### src/rtl/reg_dump_uart_if.sv
// ---------------------------------------------------------------------------
// reg_dump_uart_if
//   Signal bundle between a snapshot source and the reg_dump_uart serialiser.
//
//   snapshot_in [128:0]  register snapshot from the core (source -> uart)
//   start                transfer request (source -> uart)
//   tx                   UART serial line, idle high (uart -> board)
//   busy                 frame in progress (uart -> source)
//   done                 one-cycle pulse at end of frame (uart -> source)
//   state_dbg [1:0]      current FSM state, for observation only
//
//   Handshake: start is a request sampled on a rising clk edge; it is taken
//   only when busy is low at that edge, otherwise it is dropped (no queueing).
//   done marks the single cycle where the FSM is back in IDLE.
// ---------------------------------------------------------------------------
interface reg_dump_uart_if;
    logic [128:0] snapshot_in;
    logic         start;
    logic         tx;
    logic         busy;
    logic         done;
    logic [1:0]   state_dbg;

    modport master (
        output snapshot_in,
        output start,
        input  tx,
        input  busy,
        input  done,
        input  state_dbg
    );

    modport slave (
        input  snapshot_in,
        input  start,
        output tx,
        output busy,
        output done,
        output state_dbg
    );
endinterface

### src/rtl/reg_dump_uart.sv
// ---------------------------------------------------------------------------
// reg_dump_uart
//   Serialises a 129-bit register snapshot as an 18-byte 8N1 UART frame:
//   SYNC_BYTE followed by {7'b0, snapshot} least-significant byte first.
//
//   Parameters
//     CLKS_PER_BIT  clock cycles per UART bit (2..65535)
//     SYNC_BYTE     header byte sent first
//   Ports
//     clk           system clock
//     rst           asynchronous, active-high reset
//     bus           reg_dump_uart_if slave modport (snapshot_in, start in;
//                   tx, busy, done, state_dbg out)
// ---------------------------------------------------------------------------
module reg_dump_uart #(
    parameter int unsigned CLKS_PER_BIT = 434,
    parameter logic [7:0]  SYNC_BYTE    = 8'hA5
) (
    input  logic            clk,
    input  logic            rst,
    reg_dump_uart_if.slave  bus
);

    localparam logic [15:0] BAUD_LAST  = 16'(CLKS_PER_BIT - 1);
    // The final stop bit hands its last cycle to IDLE, so that the done
    // cycle still shows tx=1 and the frame keeps its 180-bit length while
    // a new start can be accepted in that very cycle.
    localparam logic [15:0] BAUD_SHORT = 16'(CLKS_PER_BIT - 2);
    localparam logic [4:0]  LAST_BYTE  = 5'd17;

    typedef enum logic [1:0] {
        IDLE  = 2'd0,
        START = 2'd1,
        DATA  = 2'd2,
        STOP  = 2'd3
    } state_t;

    state_t       state, state_n;
    logic [15:0]  baud_cnt, baud_n;
    logic [2:0]   bit_idx, bit_n;
    logic [4:0]   byte_idx, byte_n;
    logic [135:0] hold;
    logic         load, shift;
    logic         tx_n, done_n;
    logic [7:0]   cur_byte;
    logic         baud_last, stop_end;

    // Byte 0 is the header; afterwards the hold register is shifted down a
    // byte at the end of each data byte, so its low byte is always current.
    assign cur_byte  = (byte_idx == 5'd0) ? SYNC_BYTE : hold[7:0];
    assign baud_last = (baud_cnt == BAUD_LAST);
    assign stop_end  = (byte_idx == LAST_BYTE) ? (baud_cnt == BAUD_SHORT) : baud_last;

    always_ff @(posedge clk or posedge rst) begin
        if (rst) begin
            state    <= IDLE;
            baud_cnt <= 16'd0;
            bit_idx  <= 3'd0;
            byte_idx <= 5'd0;
            hold     <= 136'd0;
            bus.tx   <= 1'b1;
            bus.done <= 1'b0;
        end else begin
            state    <= state_n;
            baud_cnt <= baud_n;
            bit_idx  <= bit_n;
            byte_idx <= byte_n;
            bus.tx   <= tx_n;
            bus.done <= done_n;
            if (load) begin
                hold <= {7'b0, bus.snapshot_in};
            end else if (shift) begin
                hold <= {8'h00, hold[135:8]};
            end
        end
    end

    // tx is computed from the next state so the registered line lines up
    // with the state it belongs to.
    always_comb begin
        state_n = state;
        baud_n  = baud_cnt;
        bit_n   = bit_idx;
        byte_n  = byte_idx;
        load    = 1'b0;
        shift   = 1'b0;
        tx_n    = 1'b1;
        done_n  = 1'b0;

        unique case (state)
            IDLE: begin
                if (bus.start) begin
                    state_n = START;
                    load    = 1'b1;
                    baud_n  = 16'd0;
                    bit_n   = 3'd0;
                    byte_n  = 5'd0;
                    tx_n    = 1'b0;
                end
            end

            START: begin
                tx_n = 1'b0;
                if (baud_last) begin
                    state_n = DATA;
                    baud_n  = 16'd0;
                    bit_n   = 3'd0;
                    tx_n    = cur_byte[0];
                end else begin
                    baud_n = baud_cnt + 16'd1;
                end
            end

            DATA: begin
                tx_n = cur_byte[bit_idx];
                if (baud_last) begin
                    baud_n = 16'd0;
                    if (bit_idx == 3'd7) begin
                        state_n = STOP;
                        bit_n   = 3'd0;
                        tx_n    = 1'b1;
                        shift   = (byte_idx != 5'd0);
                    end else begin
                        bit_n = bit_idx + 3'd1;
                        tx_n  = cur_byte[bit_idx + 3'd1];
                    end
                end else begin
                    baud_n = baud_cnt + 16'd1;
                end
            end

            STOP: begin
                tx_n = 1'b1;
                if (stop_end) begin
                    baud_n = 16'd0;
                    if (byte_idx == LAST_BYTE) begin
                        state_n = IDLE;
                        byte_n  = 5'd0;
                        done_n  = 1'b1;
                    end else begin
                        state_n = START;
                        byte_n  = byte_idx + 5'd1;
                        tx_n    = 1'b0;
                    end
                end else begin
                    baud_n = baud_cnt + 16'd1;
                end
            end

            default: begin
                state_n = IDLE;
            end
        endcase
    end

    assign bus.busy      = (state != IDLE);
    assign bus.state_dbg = state;

endmodule

### src/flat_wrapper.sv
// flat-port wrapper written by rule: the top's interface ports become plain ports
module reg_dump_uart_flat 
#(
    parameter int unsigned CLKS_PER_BIT = 434,
    parameter logic [7:0]  SYNC_BYTE    = 8'hA5
)
  (clk, rst, bus_snapshot_in, bus_start, bus_tx, bus_busy, bus_done, bus_state_dbg);
  reg_dump_uart_if bus_i ();
  input  logic clk;
  input  logic rst;
  input wire logic [$bits(bus_i.snapshot_in)-1:0] bus_snapshot_in;
  input wire logic [$bits(bus_i.start)-1:0] bus_start;
  output wire logic [$bits(bus_i.tx)-1:0] bus_tx;
  output wire logic [$bits(bus_i.busy)-1:0] bus_busy;
  output wire logic [$bits(bus_i.done)-1:0] bus_done;
  output wire logic [$bits(bus_i.state_dbg)-1:0] bus_state_dbg;
  assign bus_i.snapshot_in = bus_snapshot_in;
  assign bus_i.start = bus_start;
  assign bus_tx = bus_i.tx;
  assign bus_busy = bus_i.busy;
  assign bus_done = bus_i.done;
  assign bus_state_dbg = bus_i.state_dbg;
  reg_dump_uart #(.CLKS_PER_BIT(CLKS_PER_BIT), .SYNC_BYTE(SYNC_BYTE)) u_core (.clk(clk), .rst(rst), .bus(bus_i));
endmodule
### config.mk
export PLATFORM = sky130hd
export DESIGN_NAME = reg_dump_uart_flat
export DESIGN_NICKNAME = d
export VERILOG_FILES = /design/src/rtl/reg_dump_uart_if.sv /design/src/rtl/reg_dump_uart.sv /design/src/flat_wrapper.sv
export SDC_FILE = /design/constraint.sdc
export NUM_CORES = 1
export LEC_CHECK = 0
export ABC_AREA = 1
export BUFFER_PORTS_ARGS = -buffer_cell sky130_fd_sc_hd__buf_2
export CORE_MARGIN = 5
export CORE_UTILIZATION = 51
export CTS_CLUSTER_SIZE = 20
export DETAILED_ROUTE_END_ITERATION = 10
export PLACE_DENSITY = 0.81
export SLEW_MARGIN = 10
export SYNTH_ARGS = -nofsm -noshare
export SYNTH_HDL_FRONTEND = slang
export SYNTH_SLANG_ARGS = --single-unit
### constraint.sdc
create_clock -name clk -period 4.9 [get_ports clk]
set_input_delay 0.735 -clock clk [delete_from_list [all_inputs] [get_ports clk]]
set_output_delay 0.735 -clock clk [all_outputs]
set_load 0.01 [all_outputs]
Word level (Yosys, flattened, before mapping). Index checks and enable logic that the tools add are counted.

RAM bits: 0. Memories: 0. Bits in read-only memories: 0. Register bits: 164. Output and inout bits: 5. Logic and storage cells: 77. Bits in latches: 0. Input port bits: 132.

Multiply operators: 0. Add/sub/neg operators: 3. Muxes and demuxes: 42. Divide/modulo/power cells: 0. Shift operators: 0. $lt $le $gt $ge: 2. Bitwise gates (word level): 0. Reductions and logical operators: 11. Equal/unequal tests: 12.

Operators by type and width (count): two-way mux 136 bit (2); two-way mux 16 bit (3); case mux 16 bit (3 select lines) (1); equality test 16 x 9 -> 1 bit (second input constant) (2); two-way mux 1 bit (17); adder 16 x 1 -> 16 bit (second input constant) (1); two-way mux 5 bit (3); two-way mux 3 bit (4); two-way mux 2 bit (5); case mux 5 bit (2 select lines) (1); case mux 3 bit (3 select lines) (1); < comparator 3 x 4 -> 1 bit (second input constant) (2); two-way mux 8 bit (1); != test 2 x 1 -> 1 bit (second input constant) (4); case mux 2 bit (4 select lines) (1); binary-select mux 1 bit (select 3 bit) (2); nonzero test 2 bit (3); adder 5 x 1 -> 5 bit (second input constant) (1); equality test 5 bit (second input constant) (1); logical NOT 5 bit (1); AND reduction 5 bit (1); nonzero test 5 bit (1); equality test 2 bit (second input constant) (2); case mux 1 bit (4 select lines) (1); 9 further kinds (9).

Depth between registers and ports, before layout.
Word-level depth: 7. Gate-level depth with buffers: 13. Depth with buffers taken out: 13.

Least setup slack after synthesis. OpenSTA, ideal clock, no wires.

Path type: register to register. Start: register u_core.state[0] (netlist: u_core.bus.state_dbg[0]). End: register u_core.hold[20]. Slack: 2.997 ns. Buffers on the path: 2. Arrival: 1.821 ns. Data required time: 4.818 ns. Setup time: 0.082 ns. Period minus slack after synthesis: 1.903 ns. Cell stages (with the launch flop): 9. Cell sequence: dfrtp_1 -> inv_1 -> ha_1 -> nand2_1 -> inv_2 -> buf_2 -> clkbuf_1 -> nand2_1 -> a31oi_1.

Cells in the longest elaborated chain, start to end: 3. Elaborated cells between the ends (all ways): 6. Those cells by class: eq/ne (1); mux (3); reduce/logical (2).

RTL lines: start, declared (RTL line reg_dump_uart.sv:38) `state_t state, state_n;`; start signal, assigned (RTL line reg_dump_uart.sv:64) `state <= state_n;`; equality test 2 bit / logical NOT 2 bit (equally long branches) (RTL line reg_dump_uart.sv:90) `unique case (state)`; two-way mux 1 bit (RTL line reg_dump_uart.sv:90); nonzero test 2 bit (no line) / two-way mux 136 bit (equally long branches); end signal, assigned (RTL line reg_dump_uart.sv:71) `hold <= {7'b0, bus.snapshot_in};`; end signal, assigned (RTL line reg_dump_uart.sv:73) `hold <= {8'h00, hold[135:8]};`; end, declared (RTL line reg_dump_uart.sv:42) `logic [135:0] hold;`.

Parallel ways exist; a longest one is shown, timed or not. A chain may end at the register's enable or synchronous reset.

Worst setup path after layout.
Start: register u_core.state[0] (netlist: u_core.bus.state_dbg[0]). End: register u_core.hold[47].

Same word-level chain as after synthesis.

==> results_dict.tcl <==
set metrics [dict create \
    syn_nets 1112 \
    chipWidth_um 133 \
    synthTopCellsByArea "dfrtp_1 (51%), nand2_1 (16%), a31oi_1 (9.7%)" \
    rows 44 \
    rsz0062_at_grt "no" \
    ys.warnings.count 0 \
    drt-vias-per-instance 5.40 \
    cp_slowest_cell "inv_4" \
    gr-total-overflow 0 \
    avgSynthCellArea_sq_um 7.94 \
    pin_count 137 \
    io_buffers 136 \
    synth-seq-cells 157 \
    cp-end-kind "register" \
    maxCapViolations 0 \
    diodes 0 \
    cts_max_path_buffers 2 \
    finalClockSkew_ns 0.00965 \
    synth_fa_ha_area_share_pct 2.12 \
    postCtsResizedCells 0 \
    grt_usage_pct 21.5 \
    tightest_slew_ns 1.22 \
    vias 6836 \
    swShare_pct 21.5 \
    antenna_found_initial 0 \
    start_util_pct 52.4 \
    yosysSeqAreaShare_pct 51.2 \
    dp_hpwl_mm 12.1 \
    cts.htree.levels 4 \
    drive_above_1_share_pct 16.6 \
    fp.dieArea_sq_um 17600 \
    cts_root_buffer "clkbuf_16" \
    die_h_um 133 \
    drt-total-wl_mm 18.7 \
    yosysUniqueCellTypes 28 \
    path_class "register to register" \
    finalHoldViolCount 0 \
    total_power_w 0.00278 \
    cts_setup_buffers 0 \
    yosys.area_share.simple_pct 26.2 \
    synth_top_area_share_pct 50.8 \
    grt_pass1_vias 6495 \
    dr.pass1.iters 5 \
    p_comb_share_pct 3.1 \
    holdBufCountCts 0 \
    synth_mux_area_share_pct 0 \
    path_clk_slew_ns 0.07 \
    drc 0 \
    hp-class "input port to async pin" \
    switching_power_w 0.000597 \
    relSlewSlack_pct 18.4 \
    vdd_ir_drop_max_v 0.000239 \
    fin_crit_ns 3.02 \
    final_cell_mix "nand2_1 (318), dfrtp_1 (156), nor2_1 (139)" \
    holdWs_ns 0.520 \
    p_leak_nw 4.02 \
    fmax_ghz 0.331 \
    synth-compound-area-share_pct 12.9 \
    grt_max_degree 158 \
    place_congestion 0.867 \
    drv_slew 0 \
    setup_viol 0 \
    synth_area_leader_cell "dfrtp_1" \
    intPower_w 0.00219 \
    status "complete, no violations" \
    core_sq_um 14600 \
    max_stage_delay_ns 1.08 \
    power.density_nw_per_um2 309 \
    worstSetupStartpointType "register" \
    wire_per_inst_um 14.8 \
    pre_cts_ws_ns 1.96 \
    syn_inst 967 \
    final.period_utilization_pct 61.6 \
    fin_nets 1214 \
    clock_latency_ns 0.42 \
    final_common_cell "nand2_1" \
    synth_xor_area_share_pct 1.60 \
    tns_ns 0 \
    cp_cell_sequence "inv_1 > ha_1 > nand2_4 > inv_4 > nand2_1 > a31oi_1" \
    cts.sinks 157 \
    ant_nets 0 \
    final_area_sq_um 9020 \
    cp.arrival_ns 3.35 \
    grt_pass1_wl_mm 31.2 \
    cp.required_ns 5.23 \
    synth_top_family_by_area "simple AND/OR/NAND/NOR gates" \
    area_growth_pct 17.4 \
    sequentialPowerShare_pct 46.6 \
    drtIter0Drc 574 \
    power.share.clock_pct 50.4 \
    cp_max_fo 127 \
    place_area_sq_um 8400 \
    cts_tree "yes" \
    syn_area_sq_um 7680 \
    layout_setup_ws_ns 1.88 \
    cts_made_buffers 17 \
]
worst max-delay path, delay by kind of cell (launching register included):
kind / cells / cell delay [ns]
DFF: 1 / 0.42
adders and majority gates: 1 / 0.34
and+or+nand+nor: 2 / 0.60
AOI/OAI and AO/OA: 1 / 0.26
buffers and inverters: 2 / 1.24
cells in the mapped netlist:
master and count:
nor3_2 1, nor3b_1 1, nor2_1 139, clkinv_1 1, a211oi_1 1, a21oi_1 5
o21ai_1 1, inv_2 1, ha_1 13, nand3_2 1, a31oi_1 119, buf_4 9
clkbuf_1 29, nand2_1 319, o21ai_4 1, nand4_1 6, buf_2 19, dfrtp_1 156
xnor2_1 3, dfstp_2 1, nor3_1 5, o21ai_0 33, inv_1 48, nand3_1 39
or2_2 1, o22ai_1 1, xor2_1 11, o211ai_1 3
layout make-up:
type / instances / area, sq um
flip-flops and latches: 157 / 3930
clock inverters: 14 / 193
repair buffers: 140 / 748
fillers: 1311 / 5630
inverters: 50 / 194
well taps: 184 / 230
multi-input cells: 703 / 3300
clock buffers: 17 / 425
logic make-up (layout without fill, tap and decap cells):
kind of cell,Yosys count,count (layout)
compound gates,164,164
xor+xnor,14,14
fa+ha+maj,13,13
simple gates,512,512
flops,157,157
buf+inv,107,221
per-layer routing:
layer	global-route usage, %	wire (um)	up-vias
li1	-	-	3380
met2	33.8	8730	224
met4	5.43	229	0
met5	0	0	-
met3	5.13	1250	18
met1	30.2	8480	3214
worst paths after layout:
kind | start | end | slack (ns) | cells past startpoint
setup / recovery | u_core.bus.state_dbg[0] | u_core.hold[47] | 1.88 | 6
hold / removal | rst | u_core.hold[108] | 0.52 | 3
setup reg to reg | u_core.bus.state_dbg[0] | u_core.hold[47] | 1.88 | 6
hold reg to reg | u_core.baud_cnt[13] | u_core.baud_cnt[13] | 0.52 | 2
max in group asynchronous | rst | u_core.hold[27] | 3.70 | 3
min in group clk | bus_snapshot_in[126] | u_core.hold[126] | 0.52 | 3
registers in the layout, indices dropped and copies added, names as in the netlist:
signal / flops
u_core.baud_cnt: 16
u_core.bus.state_dbg: 2
u_core.hold: 129
u_core.bus.done: 1
u_core.bus.tx: 1
u_core.byte_idx: 5
u_core.bit_idx: 3
power by group through the flow:
stage	sequential (W)	clock, W	combinational [W]
after floorplan	0.00132	0	0.0000190
after global placement	0.00132	0	0.0000887
after detailed placement	0.00132	0	0.0000865
after CTS	0.00130	0.00142	0.0000869
after global routing	0.00130	0.00148	0.0000959
final	0.00130	0.00140	0.0000849
metrics by stage:
| step | util, % | cells |
|---|---|---|
| floorplan | - | 967 |
| global placement | 57.3 | 1234 |
| detailed placement | 57.3 | 1234 |
| CTS | 61.6 | 1265 |
| global route | 61.6 | 1265 |
| finish | 61.6 | 1265 |
Note: power is estimated with default switching activity, not from simulation.
